$ cat src/rtl/string_gen_pkg.sv
// string_pkg: shared definitions for the expression-string generator and
// the matching recognizer.
//   - state_e  : generator FSM states (ST_TERM exists only when
//                STRING_GEN_TERM_EN is defined)
//   - CH_*     : ASCII codes for the expression alphabet
package string_pkg;

  typedef enum logic [1:0] {
    ST_IDLE  = 2'd0,
    ST_DIGIT = 2'd1,
    ST_OP    = 2'd2
`ifdef STRING_GEN_TERM_EN
    ,
    ST_TERM  = 2'd3
`endif
  } state_e;

  localparam logic [7:0] CH_NUL  = 8'h00;
  localparam logic [7:0] CH_0    = 8'h30;
  localparam logic [7:0] CH_PLUS = 8'h2B;
  localparam logic [7:0] CH_MUL  = 8'h2A;
  localparam logic [7:0] CH_EQ   = 8'h3D;

endpackage

$ cat src/rtl/string_gen_if.sv
// string_gen_if: operand/control inputs plus the character stream handshake
// of string_gen.
//   master : drives start, n_terms, digits, ops, out_ready
//   slave  : string_gen itself; drives out, out_valid, busy, done, err
// MAX_TERMS must match the MAX_TERMS of the attached string_gen.
interface string_gen_if #(
  parameter int MAX_TERMS = 8
);
  localparam int N_W   = $clog2(MAX_TERMS + 1);
  // A single-term build has no operators; keep one dummy bit so the vector
  // stays legal.
  localparam int OPS_W = (MAX_TERMS > 1) ? MAX_TERMS - 1 : 1;

  logic                   start;
  logic [N_W-1:0]         n_terms;
  logic [4*MAX_TERMS-1:0] digits;
  logic [OPS_W-1:0]       ops;
  logic [7:0]             out;
  logic                   out_valid;
  logic                   out_ready;
  logic                   busy;
  logic                   done;
  logic                   err;

  modport master (
    output start, n_terms, digits, ops, out_ready,
    input  out, out_valid, busy, done, err
  );

  modport slave (
    input  start, n_terms, digits, ops, out_ready,
    output out, out_valid, busy, done, err
  );

endinterface

$ cat src/rtl/string_gen_char_enc.sv
// string_char_enc: combinational ASCII encoder for one stream symbol.
//   is_op_i  : 1 = operator symbol, 0 = digit symbol
//   op_bit_i : operator select, 0 = '+', 1 = '*'
//   digit_i  : BCD digit (only meaningful when is_op_i = 0)
//   char_o   : ASCII code
module string_char_enc
  import string_pkg::*;
(
  input  logic       is_op_i,
  input  logic       op_bit_i,
  input  logic [3:0] digit_i,
  output logic [7:0] char_o
);

  always_comb begin
    if (is_op_i) begin
      char_o = op_bit_i ? CH_MUL : CH_PLUS;
    end else begin
      char_o = CH_0 + {4'd0, digit_i};
    end
  end

endmodule

$ cat src/rtl/string_gen.sv
// string_gen: serialises a latched arithmetic expression (BCD digits joined
// by '+'/'*') into ASCII characters, one per out_valid/out_ready handshake.
// Ports:
//   clk   : rising-edge clock
//   clr_n : synchronous active-low clear
//   bus   : string_gen_if.slave (start/n_terms/digits/ops in,
//           out/out_valid out, out_ready in, busy/done/err out)
// Build option: STRING_GEN_TERM_EN appends a trailing '=' after the last
// digit and pulses done only after it has been taken.
// All outputs come straight from registers; their next values are derived
// from the next state so the first character appears the cycle after start.
module string_gen
  import string_pkg::*;
#(
  parameter int MAX_TERMS = 8
) (
  input  logic         clk,
  input  logic         clr_n,
  string_gen_if.slave  bus
);

  localparam int N_W   = $clog2(MAX_TERMS + 1);
  localparam int OPS_W = (MAX_TERMS > 1) ? MAX_TERMS - 1 : 1;
  // Lookup tables are padded to the full index range so an N_W-bit index
  // never selects outside them.
  localparam int SLOTS = 1 << N_W;

  state_e                 state_q, state_d;
  logic [N_W-1:0]         n_q, n_d;
  logic [N_W-1:0]         idx_q, idx_d;
  logic [4*MAX_TERMS-1:0] digits_q, digits_d;
  logic [OPS_W-1:0]       ops_q, ops_d;
  logic [7:0]             out_q, out_d;
  logic                   out_valid_q, out_valid_d;
  logic                   busy_q, busy_d;
  logic                   done_q, done_d;
  logic                   err_q, err_d;

  // Start validation: only the digits actually used must be BCD.
  logic [MAX_TERMS-1:0] bad_digit;
  logic                 start_ok;

  generate
    for (genvar gi = 0; gi < MAX_TERMS; gi++) begin : g_chk
      assign bad_digit[gi] = (N_W'(gi) < bus.n_terms) &&
                             (bus.digits[4*gi +: 4] > 4'd9);
    end
  endgenerate

  assign start_ok = (bus.n_terms != '0) &&
                    (bus.n_terms <= N_W'(MAX_TERMS)) &&
                    !(|bad_digit);

  // Symbol tables indexed by the next term index.
  logic [SLOTS-1:0][3:0] digit_slot;
  logic [SLOTS-1:0]      op_slot;

  generate
    for (genvar gi = 0; gi < SLOTS; gi++) begin : g_slot
      if (gi < MAX_TERMS) begin : g_dig
        assign digit_slot[gi] = digits_d[4*gi +: 4];
      end else begin : g_dig_pad
        assign digit_slot[gi] = 4'd0;
      end
      if (gi < MAX_TERMS - 1) begin : g_op
        assign op_slot[gi] = ops_d[gi];
      end else begin : g_op_pad
        assign op_slot[gi] = 1'b0;
      end
    end
  endgenerate

  // Next-state logic. In every non-IDLE state out_valid is high, so a
  // handshake reduces to out_ready.
  always_comb begin
    state_d  = state_q;
    n_d      = n_q;
    idx_d    = idx_q;
    digits_d = digits_q;
    ops_d    = ops_q;
    done_d   = 1'b0;
    err_d    = 1'b0;

    case (state_q)
      ST_IDLE: begin
        if (bus.start) begin
          if (start_ok) begin
            n_d      = bus.n_terms;
            digits_d = bus.digits;
            ops_d    = bus.ops;
            idx_d    = '0;
            state_d  = ST_DIGIT;
          end else begin
            err_d = 1'b1;
          end
        end
      end
      ST_DIGIT: begin
        if (bus.out_ready) begin
          if (idx_q == n_q - N_W'(1)) begin
`ifdef STRING_GEN_TERM_EN
            state_d = ST_TERM;
`else
            state_d = ST_IDLE;
            done_d  = 1'b1;
`endif
          end else begin
            state_d = ST_OP;
          end
        end
      end
      ST_OP: begin
        if (bus.out_ready) begin
          idx_d   = idx_q + N_W'(1);
          state_d = ST_DIGIT;
        end
      end
`ifdef STRING_GEN_TERM_EN
      ST_TERM: begin
        if (bus.out_ready) begin
          state_d = ST_IDLE;
          done_d  = 1'b1;
        end
      end
`endif
      default: begin
        state_d = ST_IDLE;
      end
    endcase
  end

  logic [7:0] enc_char;

  string_char_enc u_enc (
    .is_op_i  (state_d == ST_OP),
    .op_bit_i (op_slot[idx_d]),
    .digit_i  (digit_slot[idx_d]),
    .char_o   (enc_char)
  );

  // Output values for the cycle after this edge.
  always_comb begin
    out_valid_d = (state_d != ST_IDLE);
    busy_d      = (state_d != ST_IDLE);
    case (state_d)
      ST_IDLE: out_d = CH_NUL;
`ifdef STRING_GEN_TERM_EN
      ST_TERM: out_d = CH_EQ;
`endif
      default: out_d = enc_char;
    endcase
  end

  always_ff @(posedge clk) begin
    if (!clr_n) begin
      state_q     <= ST_IDLE;
      n_q         <= '0;
      idx_q       <= '0;
      digits_q    <= '0;
      ops_q       <= '0;
      out_q       <= CH_NUL;
      out_valid_q <= 1'b0;
      busy_q      <= 1'b0;
      done_q      <= 1'b0;
      err_q       <= 1'b0;
    end else begin
      state_q     <= state_d;
      n_q         <= n_d;
      idx_q       <= idx_d;
      digits_q    <= digits_d;
      ops_q       <= ops_d;
      out_q       <= out_d;
      out_valid_q <= out_valid_d;
      busy_q      <= busy_d;
      done_q      <= done_d;
      err_q       <= err_d;
    end
  end

  assign bus.out       = out_q;
  assign bus.out_valid = out_valid_q;
  assign bus.busy      = busy_q;
  assign bus.done      = done_q;
  assign bus.err       = err_q;

endmodule

$ cat src/flat_wrapper.sv
// flat-port wrapper written by rule: the top's interface ports become plain ports
module string_gen_flat import string_pkg::*;
#(
  parameter int MAX_TERMS = 8
)
  (clk, clr_n, bus_start, bus_n_terms, bus_digits, bus_ops, bus_out_ready, bus_out, bus_out_valid, bus_busy, bus_done, bus_err);
  string_gen_if #(.MAX_TERMS(MAX_TERMS)) bus_i ();
  input  logic clk;
  input  logic clr_n;
  input wire logic [$bits(bus_i.start)-1:0] bus_start;
  input wire logic [$bits(bus_i.n_terms)-1:0] bus_n_terms;
  input wire logic [$bits(bus_i.digits)-1:0] bus_digits;
  input wire logic [$bits(bus_i.ops)-1:0] bus_ops;
  input wire logic [$bits(bus_i.out_ready)-1:0] bus_out_ready;
  output wire logic [$bits(bus_i.out)-1:0] bus_out;
  output wire logic [$bits(bus_i.out_valid)-1:0] bus_out_valid;
  output wire logic [$bits(bus_i.busy)-1:0] bus_busy;
  output wire logic [$bits(bus_i.done)-1:0] bus_done;
  output wire logic [$bits(bus_i.err)-1:0] bus_err;
  assign bus_i.start = bus_start;
  assign bus_i.n_terms = bus_n_terms;
  assign bus_i.digits = bus_digits;
  assign bus_i.ops = bus_ops;
  assign bus_i.out_ready = bus_out_ready;
  assign bus_out = bus_i.out;
  assign bus_out_valid = bus_i.out_valid;
  assign bus_busy = bus_i.busy;
  assign bus_done = bus_i.done;
  assign bus_err = bus_i.err;
  string_gen #(.MAX_TERMS(MAX_TERMS)) u_core (.clk(clk), .clr_n(clr_n), .bus(bus_i));
endmodule
$ cat config.mk
export PLATFORM = sky130hd
export DESIGN_NAME = string_gen_flat
export DESIGN_NICKNAME = d
export VERILOG_FILES = /design/src/rtl/string_gen_pkg.sv /design/src/rtl/string_gen_if.sv /design/src/rtl/string_gen_char_enc.sv /design/src/rtl/string_gen.sv /design/src/flat_wrapper.sv
export SDC_FILE = /design/constraint.sdc
export NUM_CORES = 1
export LEC_CHECK = 0
export CAP_MARGIN = 10
export CORE_MARGIN = 10
export CORE_UTILIZATION = 35
export CTS_CLUSTER_DIAMETER = 50
export DETAILED_ROUTE_END_ITERATION = 8
export PLACE_DENSITY = 0.67
export SLEW_MARGIN = 10
export SYNTH_ARGS = -nofsm -noshare
export SYNTH_HDL_FRONTEND = slang
export SYNTH_SLANG_ARGS = --single-unit
export TNS_END_PERCENT = 30
$ cat constraint.sdc
create_clock -name clk -period 2.2 [get_ports clk]
set_input_delay 0.22 -clock clk [delete_from_list [all_inputs] [get_ports clk]]
set_output_delay 0.22 -clock clk [all_outputs]
set_load 0.01 [all_outputs]
==> results <==
- Clock-pin slew was measured on the worst setup and hold paths at 0.06 ns.
- The number of primary I/O pins is between 50 and 60.
- The cell at the root of the clock tree is sky130_fd_sc_hd__clkbuf_8.
- Measured along the x axis, the die boundary spans between 100 and 150 µm.
- The ratio of total power to cell area is 514.2 nW/µm².
- The via count of the first global-routing pass was roughly 3000.
- The number of flops mapped to enable cells by yosys is 0.
- For the pin with the worst max-slew slack, the measured transition is 0.5178 ns.
- At the later pin of the worst-skew pair, clock insertion delay measures between 0.3 and 0.4 ns.
- STA puts the critical path data arrival time at 2.47 ns.
- The critical path's slowest cell is sky130_fd_sc_hd__clkdlybuf4s50_1.
- The average wire length per cell after detail routing is 15.54 µm.
- The post-synthesis compound-gate area fraction is 0.2130.
- The average instance in the mapped netlist occupies approximately 8.1 µm².
- The number of max-slew violations in the final report came to 0.
- Setup violations remaining at the end of the flow were counted as 1.
- The number of violations reported at the end of detailed-routing iteration 0 is ~180.
- The floorplan has 33 rows.
- The flow ran to the end, but the final reports show violations.
- The area share of xor/xnor cells in the synthesized design is 0.02695.
- The post-route clock period utilization is 1.003.
- Setup total negative slack on the finished layout was measured at -0.006249 ns.
- The die height is around 110 µm.
- The count of yosys warnings during synthesis is 0.
- For this run, the top clock speed supported by timing is 453.3 MHz.
- The share of the Yosys chip area taken by registers is 0.3969.
- The routed design has between 9 and 10 mm of wire.
- The share of final-layout standard cells stronger than drive strength 1 is 0.3393.
- After synthesis, the largest family of logic cells by area is simple AND/OR/NAND/NOR gates.
- For the finished layout, the period the worst path requires is between 2 and 2.5 ns.
- The multiplexer fraction of the synthesized cell area is 0.06972.
- The HPWL after detailed placement is 6.711 mm.
- The number of buffers on the longest clock path is 2.
- The worst setup path is launched from an input pin.
- The category of the most critical setup path is input pin to flip-flop.
- The first global-routing pass estimated between 10 and 15 mm of wire.
- For this run, the detailed router's first-pass iteration total came to 4.
- The post-synthesis share of cell area spent on and, or, nand and nor gates is 0.2263.
- In the routed design, unresolved DRC markers number 0.
- Max-cap violations in this run came to 0.
- The share of the core filled with cells in the final layout is 0.5759.
- The initial antenna violation count is 0.
- The number of register bits inferred by synthesis is 58.
- The initial core utilization is 0.3578.
- The number of buffer cells added on primary ports is 56.
- After technology mapping, the gate count stands at around 360.
- The count of antenna diodes in the layout is 0.
- Across every metal layer, demand over resource in global routing totals 0.1437.
- The type of element capturing the critical path is a flip-flop.
- On the final layout, the worst clock skew is around 0.0088 ns.
- The total grt overflow is 0.
- Once routing completed, OpenROAD measured the worst setup slack at -0.006249 ns.
- The maximum fanout encountered on the critical timing path is 6.
- The primary flip-flop cell chosen by synthesis mapping is sky130_fd_sc_hd__dfxtp_1.
- By instance count, the cell type seen most on the critical path is sky130_fd_sc_hd__buf_4.
- The async set-reset flop share out of synthesis is 0.
- The number of clock buffers added by TritonCTS is 9.
- The floorplan step defined a die boundary enclosing approximately 12000 µm².
- The antenna violation net count after detailed routing is 0.
- In the routed layout, each cell is associated on average with a via count of 4.944.
- Summing every instance area after synthesis gives just under 3000 µm².
- At the worst endpoint, the required time is roughly 2.5 ns.
- The clock sink count is 58.
- The worst slew margin relative to its limit is 0.6548.
- The class of the tightest hold or removal check is input pin to flip-flop.
- The peak per-stage delay on the critical path is 0.43 ns.
- TritonCTS built the clock tree.
- Entering global routing, the biggest net connects 36 pins.
- The total via count after detailed routing is approximately 3000.
- The core box area is between 8000 and 9000 µm².
- The count of unique library cells instantiated by Yosys is 59.
- The filler cells instantiated in the layout total 722.
- The leakage component of the power is about 1.9 nW.
- The maximum resistive drop on vdd is approximately 0.22 mV.
- Of the total synthesized cell area, the portion taken by full adders, half adders and majority gates is 0.008554.
- At the end of the flow, the number of nets in the layout was about 550.
- The clock tree synthesis step divided the H-tree into 3 levels.
- The checks that failed: negative setup slack.
- The signed area change from the synthesized netlist to the final layout is 60.95%.
- At the end of routability-driven placement, the weighted congestion stood at roughly 0.82.
- Setup repair after global routing could not meet its margin everywhere.
- The final number of hold-violating endpoints was 0.
- Walking the worst path, the cells encountered are clkdlybuf4s50_1, o21ai_2, buf_4, o211ai_2, nor2_4, nand4_4, a31oi_4, buf_12, buf_8, buf_4, mux2i_2, a21oi_1, nor3_1.
==> synthesized netlist by cell type (2+ instances only) <==
cell type,instances,share of area
sky130_fd_sc_hd__o2bb2ai_1,2,0.0060
sky130_fd_sc_hd__nor2b_1,5,0.011
sky130_fd_sc_hd__buf_2,5,0.0086
sky130_fd_sc_hd__nand2b_1,2,0.0043
sky130_fd_sc_hd__nand3_1,2,0.0034
sky130_fd_sc_hd__o41ai_1,2,0.0060
sky130_fd_sc_hd__clkbuf_1,11,0.014
sky130_fd_sc_hd__mux2_2,3,0.012
sky130_fd_sc_hd__a21oi_1,50,0.086
sky130_fd_sc_hd__xor2_1,3,0.0090
sky130_fd_sc_hd__o21ai_1,3,0.0051
sky130_fd_sc_hd__mux2i_1,17,0.058
sky130_fd_sc_hd__buf_1,2,0.0026
sky130_fd_sc_hd__a2111oi_2,2,0.010
sky130_fd_sc_hd__nor3_1,4,0.0068
sky130_fd_sc_hd__o2111ai_1,2,0.0060
sky130_fd_sc_hd__o2111a_1,2,0.0077
sky130_fd_sc_hd__a211oi_2,2,0.0086
sky130_fd_sc_hd__xnor2_1,6,0.018
sky130_fd_sc_hd__dfxtp_1,58,0.40
sky130_fd_sc_hd__o21ai_0,8,0.014
sky130_fd_sc_hd__buf_6,2,0.0077
sky130_fd_sc_hd__and2_1,2,0.0043
sky130_fd_sc_hd__ha_1,2,0.0086
sky130_fd_sc_hd__nor2_1,14,0.018
sky130_fd_sc_hd__inv_1,6,0.0077
sky130_fd_sc_hd__a21o_1,2,0.0051
sky130_fd_sc_hd__buf_4,6,0.015
sky130_fd_sc_hd__a31oi_4,2,0.015
sky130_fd_sc_hd__nand2_1,105,0.13
==> per-layer routing <==
metal  vias up  GRT usage  share of wire
met4         0    0.05313          0.019
met2        90     0.2403           0.49
met1      1386     0.1692           0.43
met5         -          0              0
met3        15    0.04348          0.054
li1       1505          -              -
==> registers in the layout, indices dropped and copies added, names as in the netlist <==
| signal | flops |
|---|---|
| u_core.bus.err | 1 |
| u_core.n_q | 4 |
| u_core.bus.out_valid | 1 |
| u_core.bus.out | 6 |
| u_core.idx_q | 4 |
| u_core.bus.done | 1 |
| u_core.digits_q | 32 |
| u_core.ops_q | 7 |
| u_core.state_q | 2 |
==> metrics by stage <==
| step | instance area, µm² | hold WS [ns] | total power, mW | std cells | setup slack (ns) |
|---|---|---|---|---|---|
| global route | 4708 | 0.1836 | 2.512 | 606 | -0.1002 |
| finish | 4708 | 0.1703 | 2.421 | 606 | -0.006249 |
| global placement | 4038 | 0.4418 | 1.419 | 568 | -0.5798 |
| CTS | 4481 | 0.2726 | 2.410 | 595 | 0.002280 |
| detailed placement | 4038 | 0.4508 | 1.424 | 568 | -0.6642 |
| floorplan | 2929 | 0.3362 | 1.230 | 362 | 0.06246 |
==> cell type report <==
cell class,instances,area (µm²),area share
repair buffers,149,1319,0.2801
multi-input cells,271,1869,0.3970
flip-flops and latches,58,1167,0.2479
inverters,7,26.28,0.005581
well taps,105,131.4,0.02790
clock buffers,11,141.4,0.03003
clock inverters,5,53.80,0.01143
==> worst max-delay path: cells and delay by family <==
kind | cells | cell delay (ns)
compound gates | 4 | 0.51
buf+inv | 5 | 0.93
simple gates | 3 | 0.55
mux | 1 | 0.23
==> logic make-up after synthesis <==
| logic type | after synthesis |
|---|---|
| buf+inv | 33 |
| flops | 58 |
| other cells | 1 |
| fa+ha+maj | 2 |
| xor+xnor | 9 |
| compound gates | 89 |
| mux | 20 |
| simple gates | 149 |
==> power breakdown <==
part | switching (mW) | leakage [nW] | internal, mW
clock | 0.427 | 0.103 | 0.550
sequential | 0.0118 | 0.471 | 1.07
combinational | 0.165 | 1.29 | 0.198
total | 0.604 | 1.86 | 1.82
==> worst paths after layout <==
check                                   end  slack (ns)  depth (start not counted)                           start
max            u_core.bus.out[2]$_SDFF_PP0_      -0.006                         13                   bus_digits[3]
min           u_core.digits_q[6]$_SDFF_PN0_        0.17                          3                   bus_digits[6]
max reg2reg    u_core.bus.out[3]$_SDFF_PP0_        0.01                         11      u_core.idx_q[0]$_SDFF_PN0_
min reg2reg  u_core.digits_q[27]$_SDFF_PN0_        0.46                          2  u_core.digits_q[27]$_SDFF_PN0_
==> layout by cell type (no fill, tap or decap), types with 3 or more instances in the layout <==
master                            Yosys  final
sky130_fd_sc_hd__xnor2_1              6      3
sky130_fd_sc_hd__o21ai_1              3      5
sky130_fd_sc_hd__nand2_1            105    102
sky130_fd_sc_hd__a21oi_2              0      5
sky130_fd_sc_hd__o21ai_2              0      3
sky130_fd_sc_hd__clkbuf_8             0     10
sky130_fd_sc_hd__dfxtp_2              0      5
sky130_fd_sc_hd__dlygate4sd2_1        0     12
sky130_fd_sc_hd__xor2_1               3      3
sky130_fd_sc_hd__clkinv_2             0      3
sky130_fd_sc_hd__buf_4                6     81
sky130_fd_sc_hd__dlymetal6s2s_1       0      5
sky130_fd_sc_hd__nand2_2              0      3
sky130_fd_sc_hd__buf_6                2      6
sky130_fd_sc_hd__nor2b_1              5      3
sky130_fd_sc_hd__inv_1                6      5
sky130_fd_sc_hd__clkdlybuf4s50_1      0     36
sky130_fd_sc_hd__mux2i_1             17     15
sky130_fd_sc_hd__a21oi_1             50     45
sky130_fd_sc_hd__dfxtp_1             58     53
sky130_fd_sc_hd__nor2_1              14     13
sky130_fd_sc_hd__buf_12               0      3
==> what timing repair did <==
item,CTS,global route
buffers inserted,12,11
pin swaps,25,23
gates cloned,1,0
resized for setup,54,39
hold endpoints to repair,0,0
hold buffers,0,0
endpoints found under the setup margin,28,5
(Power assumes the default switching activity.)
